==> config.mk <==
export PLATFORM = sky130hd
export DESIGN_NAME = shift_seq
export DESIGN_NICKNAME = d
export VERILOG_FILES = /design/src/rtl/shift_seq.sv
export SDC_FILE = /design/constraint.sdc
export NUM_CORES = 1
export LEC_CHECK = 0
export BUFFER_PORTS_ARGS = -buffer_cell sky130_fd_sc_hd__buf_4
export CORE_AREA = 2 2 39 41
export DETAILED_ROUTE_END_ITERATION = 7
export DIE_AREA = 0 0 41 43
export PLACE_DENSITY_LB_ADDON = 0.12
export RECOVER_POWER = 25
export SYNTH_ARGS = -nofsm -noshare
export SYNTH_HDL_FRONTEND = slang
export SYNTH_SLANG_ARGS = --single-unit
==> constraint.sdc <==
create_clock -name clk -period 2.4 [get_ports clk]
set_clock_uncertainty 0.15 [all_clocks]
set_input_delay 0.48 -clock clk [delete_from_list [all_inputs] [get_ports clk]]
set_output_delay 0.48 -clock clk [all_outputs]
set_load 0.01 [all_outputs]
==> src/rtl/shift_seq.sv <==
// shift_seq: load/shift sequencer for a downstream 4-bit shift register.
// A request (word + shift count) is accepted in IDLE. The block then issues one
// parallel-load strobe, followed by `count` shift-enable strobes, then a one-cycle
// done pulse. All outputs are decoded from registered state only.
//
// Optional feature: define SHIFT_SEQ_ABORT_EN to add an `abort` input that
// cancels a request in LOAD or SHIFT. The cancelled request gives no done pulse.
//
//   state    | meaning
//   ---------+--------------------------------------------------------------
//   ST_IDLE  | waiting for a request; in_ready=1
//   ST_LOAD  | one-cycle parallel-load strobe with the captured word
//   ST_SHIFT | shift-enable strobe; remaining count counts down to 1
//   ST_DONE  | one-cycle completion pulse, then back to IDLE

module shift_seq #(
    parameter int CNT_W = 3
) (
    input  logic             clk,
    input  logic             reset,
`ifdef SHIFT_SEQ_ABORT_EN
    input  logic             abort,
`endif
    input  logic             in_valid,
    output logic             in_ready,
    input  logic [3:0]       in_data,
    input  logic [CNT_W-1:0] in_count,
    output logic             load,
    output logic             ena,
    output logic [3:0]       data,
    output logic             busy,
    output logic             done
);

    localparam logic [1:0] ST_IDLE  = 2'd0;
    localparam logic [1:0] ST_LOAD  = 2'd1;
    localparam logic [1:0] ST_SHIFT = 2'd2;
    localparam logic [1:0] ST_DONE  = 2'd3;

    logic [1:0]       state_q;
    logic [1:0]       state_d;
    logic [CNT_W-1:0] rem_q;
    logic             accept;
    logic             cancel;

    assign accept = (state_q == ST_IDLE) && in_valid;

`ifdef SHIFT_SEQ_ABORT_EN
    assign cancel = abort && ((state_q == ST_LOAD) || (state_q == ST_SHIFT));
`else
    assign cancel = 1'b0;
`endif

    // Next-state selection. SHIFT leaves on the cycle where the remaining count
    // is 1, so it issues exactly `count` enables and the counter never wraps.
    always_comb begin
        state_d = state_q;
        case (state_q)
            ST_IDLE:  if (in_valid) state_d = ST_LOAD;
            ST_LOAD:  state_d = (rem_q == '0) ? ST_DONE : ST_SHIFT;
            ST_SHIFT: if (rem_q == CNT_W'(1)) state_d = ST_DONE;
            ST_DONE:  state_d = ST_IDLE;
            default:  state_d = ST_IDLE;
        endcase
        if (cancel) state_d = ST_IDLE;
    end

    // State register. Reset has priority over a same-cycle handshake.
    always_ff @(posedge clk) begin
        if (reset) state_q <= ST_IDLE;
        else       state_q <= state_d;
    end

    // Capture the word and count on a handshake, then count down while shifting.
    // data is kept after completion or abort so that it holds the last accepted word.
    always_ff @(posedge clk) begin
        if (reset) begin
            data  <= 4'b0000;
            rem_q <= '0;
        end else if (accept) begin
            data  <= in_data;
            rem_q <= in_count;
        end else if ((state_q == ST_SHIFT) && !cancel) begin
            rem_q <= rem_q - CNT_W'(1);
        end
    end

    assign in_ready = (state_q == ST_IDLE);
    assign busy     = (state_q != ST_IDLE);
    assign load     = (state_q == ST_LOAD);
    assign ena      = (state_q == ST_SHIFT);
    assign done     = (state_q == ST_DONE);

endmodule

# Word level (Yosys, flattened, before mapping)
# Index checks and enable logic that the tools add are counted.
[op_classes]
addsub = 1
eq_ne = 6
n_mux = 6
n_reduce_logical = 6
[ops]
columns = ["operator", "count"]
rows = [
  ["case mux 2 bit (4 select lines)", 1],
  ["two-way mux 3 bit", 2],
  ["== test 2 bit, second input constant", 2],
  ["two-way mux 2 bit", 2],
  ["nonzero test 2 bit", 2],
  ["== test 3 x 1 -> 1 bit, second input constant", 1],
  ["zero test 3 bit", 1],
  ["subtractor 3 x 1 -> 3 bit, second input constant", 1],
  ["== test 2 x 1 -> 1 bit, second input constant", 1],
  ["zero test 2 bit", 1],
  ["!= test 2 x 1 -> 1 bit, second input constant", 1],
  ["!= test 2 bit, second input constant", 1],
  ["AND reduction 2 bit", 1],
  ["logical AND 1 bit", 1],
  ["two-way mux 1 bit", 1],
]
[word_totals]
register_bits = 9
in_bits = 10
output_inout_bits = 9

# Logic depth before layout (Yosys ltp)
[logic_depth]
depth_word = 3
ltp_mapped = 6
depth_no_buf = 5

# Least setup slack after synthesis
# OpenSTA, ideal clock, no wires.
[synth_path]
kind = "register -> register"
startpoint = "reg state_q[1]"
endpoint = "reg state_q[0]"
arrival_time_ns = 1.276
slack_ns = 0.842
path_stages_with_launch = 6
cell_sequence = "dfxtp_1 -> inv_1 -> ha_1 -> and3b_1 -> a2111oi_2 -> a211oi_2"
[synth_between]
elab_cells_between_ends = 8
cone_classes = "5 x eq/ne; 1 x mux; 2 x reduce/logical"
[synth_rtl]
columns = ["item", "line_no", "source"]
rows = [
  ["start, declared", "40", "logic [1:0] state_q;"],
  ["start signal, assigned", "71", "else state_q <= state_d;"],
  ["== test 2 x 1 -> 1 bit", "--", ""],
  ["named net load", "28", "output logic load,"],
  ["case mux 2 bit (4 select lines)", "58", "case (state_q)"],
]
# The timed path passes the listed nets, and every way through them passes these cells.
# A chain may end at the register's enable or synchronous reset.

# Worst setup path in the final report
[layout_path]
startpoint = "reg state_q[0]"
endpoint = "out ena"
[layout_between]
elab_chain_len = 1
[layout_rtl]
columns = ["item", "line_no", "source"]
rows = [
  ["== test 2 bit", "91", "assign ena = (state_q == ST_SHIFT);"],
  ["end, declared", "29", "output logic ena,"],
]
# Every way passes these cells.

==> flow_summary.ini <==
[status]
outcome = complete, no violations

[detailed_routing]
dr_total_vias = 430
drtIter0Drc = 2
wl_per_cell_um = 11.0
ant_nets = 0
drc = 0
first_pass_iters = 2
drt-total-wl_um = 1040
viasPerCell = 4.57

[worst_setup_path]
critPathKind = reg -> out
r2r_cells = 5
critical_path_depth = 3
startpoint_type = flop
r2r_slack_ns = 0.78
cp.arrival_ns = 1.27
critPathTopFamily = adder cells
path_cells = inv_1, ha_1, buf_4
critPathMaxFanout = 8
critPathCaptureType = output port
path_buf_inv = 2
startpoint = state_q[0]$_SDFFE_PP0P_
rr_endpoint = state_q[0]$_SDFFE_PP0P_
max_stage_delay_ns = 0.36
cp-endpoint = ena
slowest_stage = ha_1
worstPathRequired_ns = 1.77
rr_startpoint = state_q[0]$_SDFFE_PP0P_

[synth]
ys_warn_count = 0
synth.net_count = 75
synth_compound_area_frac = 0.179
yosys.area_share.adder = 0.169
synth_most_common_cell = nand2_1
netlist_instances = 58
netlist_area_sq_um = 517
synth-simple-area-share = 0.196
synth_edf_count = 0
synth_top_area_frac = 0.349
yosys_most_used_dff = dfxtp_1
synth.area.mux_share = 0.0194
synth_cell_types = 22
synthXorXnorAreaFrac = 0.0339
syn_area_per_cell_sq_um = 8.91
synth_common_cells = nand2_1 (11), dfxtp_1 (9), ha_1 (7), a21oi_1 (5), inv_1 (5)
ys_top_cells_by_area = dfxtp_1 (35%), ha_1 (17%), nand2_1 (8.0%), a21oi_1 (4.8%), inv_1 (3.6%)
async_reset_ff_frac = 0
synth_top_family_by_area = simple AND/OR/NAND/NOR gates
synth_top_area_cell = dfxtp_1
seq_area_frac_synth = 0.349
ys_seq_elements = 9

[grt]
grt_max_degree = 11
gr-usage-all-layers = 0.142
grt_pass1_vias = 416
antenna_found_initial = 0
grt_overflow = 0
grt_pass1_wl_um = 1680

[power_and_ir_drop]
max-vdd-ir-drop_mv = 0.655
power.density_mw_per_mm2 = 1230
power_mw = 0.831
power.leakage_nw = 0.300

[clock_network]
numCtsBuffers = 3
post_cts_buffers = 0
htreeDepth = 1
cts_root_buf = clkbuf_4
cts.sinks = 9
hold_buffers = 0
clk_path_buf_depth = 2
clk_pin_slew_ns = 0.06
ctsResizeCount = 0
cts_tree = built
worstSkewPairLatency_ns = 0.26

[floorplanning]
start_util = 0.373
die_area_sq_mm = 0.00176
die_y_um = 43
dieWidth_um = 41
io_pins = 19
std_cell_rows = 14
core_area_sq_mm = 0.00138

[sta]
finalMaxSlewViolations = 0
max_freq_ghz = 0.527
worstMarginPinSlew_ns = 0.312
holdWs_ns = 0.304
rsz0062_at_grt = false
layout_setup_ws_ns = 0.503
finalHoldViolCount = 0
finalSetupViolations = 0
final.setup.tns_ns = 0
period_minus_slack_ns = 1.90
min_period_over_period = 0.790
slew_headroom = 0.791

[place]
dp_hpwl_um = 796
gp_congestion = 0.733
port_buffers = 18
place_ws_ns = 0.778

[cells_and_area]
drive_gt1_frac = 0.295
multi_input_area_sq_um = 309
fillCellCount = 147
seqCellArea_sq_um = 180
synthToLayoutAreaGrowth_pct = 30.5
n_antenna_cell = 0
nNetsFinal = 96

[job]
max-cap-violations = 0

[hold_path]
hp-class = reg -> reg
==> how the worst min path moves through the flow <==
stage	from	to	slack [ns]	cells after the start
2_1_floorplan	data[0]$_SDFFE_PP0P_	data[0]$_SDFFE_PP0P_	0.33	2
3_3_place_gp	data[2]$_SDFFE_PP0P_	data[2]$_SDFFE_PP0P_	0.29	2
3_5_place_dp	data[0]$_SDFFE_PP0P_	data[0]$_SDFFE_PP0P_	0.30	2
4_1_cts	reset	state_q[0]$_SDFFE_PP0P_	0.30	2
5_1_grt	reset	state_q[0]$_SDFFE_PP0P_	0.31	2
6_report	data[2]$_SDFFE_PP0P_	data[2]$_SDFFE_PP0P_	0.30	2
==> kinds of logic after synthesis <==
group                    count (synthesis)
buffers and inverters                    7
flip-flops                               9
XOR/XNOR                                 2
AND/OR/NAND/NOR                         20
multiplexers                             1
adder cells (fa/ha/maj)                  7
AO/OA/AOI/OAI                           12
==> registers in the layout, summed over array words and instances, names as in the netlist <==
signal and count:
rem_q 3, data 4, state_q 2
==> where the power goes <==
part | internal (mW) | switching (mW)
sequential | 0.202 | 0.0432
clock | 0.0640 | 0.0519
combinational | 0.223 | 0.247
==> final cells by class <==
| cell class | count | share of cell area |
|---|---|---|
| Clock buffer | 4 | 0.0390 |
| Inverter | 5 | 0.0278 |
| Multi-Input combinational cell | 42 | 0.458 |
| Sequential cell | 9 | 0.267 |
| Tap cell | 16 | 0.0297 |
| Timing Repair Buffer | 18 | 0.178 |
==> cells in the final DEF (no fill, tap or decap), types with 2 or more instances in the layout <==
cell type / n
a211oi_1: 2
nand2b_1: 2
ha_1: 7
nand2_1: 11
clkbuf_4: 3
dfxtp_1: 9
nand2b_2: 2
nor2_1: 2
buf_4: 14
inv_1: 5
a21oi_1: 5
clkbuf_1: 5
==> worst reg2reg max path, stage by stage (launching register included) <==
cell,delay [ns]
dfxtp_1,0.33
inv_1,0.14
ha_1,0.29
nand2_2,0.18
a22o_1,0.25
a211oi_2,0.20
==> stage by stage <==
stage	cell area [sq um]	cells	utilization
2_1_floorplan	517	58	-
3_3_place_gp	663	90	0.479
3_5_place_dp	663	90	0.479
4_1_cts	689	94	0.498
5_1_grt	674	94	0.487
6_report	674	94	0.487
==> layer usage <==
metal / part of all wire / wire length, um / track usage
met3: 0.061 / 63 / 0.0157
met2: 0.44 / 458 / 0.184
met4: 0.0087 / 9 / 0.120
met1: 0.49 / 507 / 0.197
met5: 0 / 0 / 0
No activity file was read; power rests on OpenSTA's default activity.
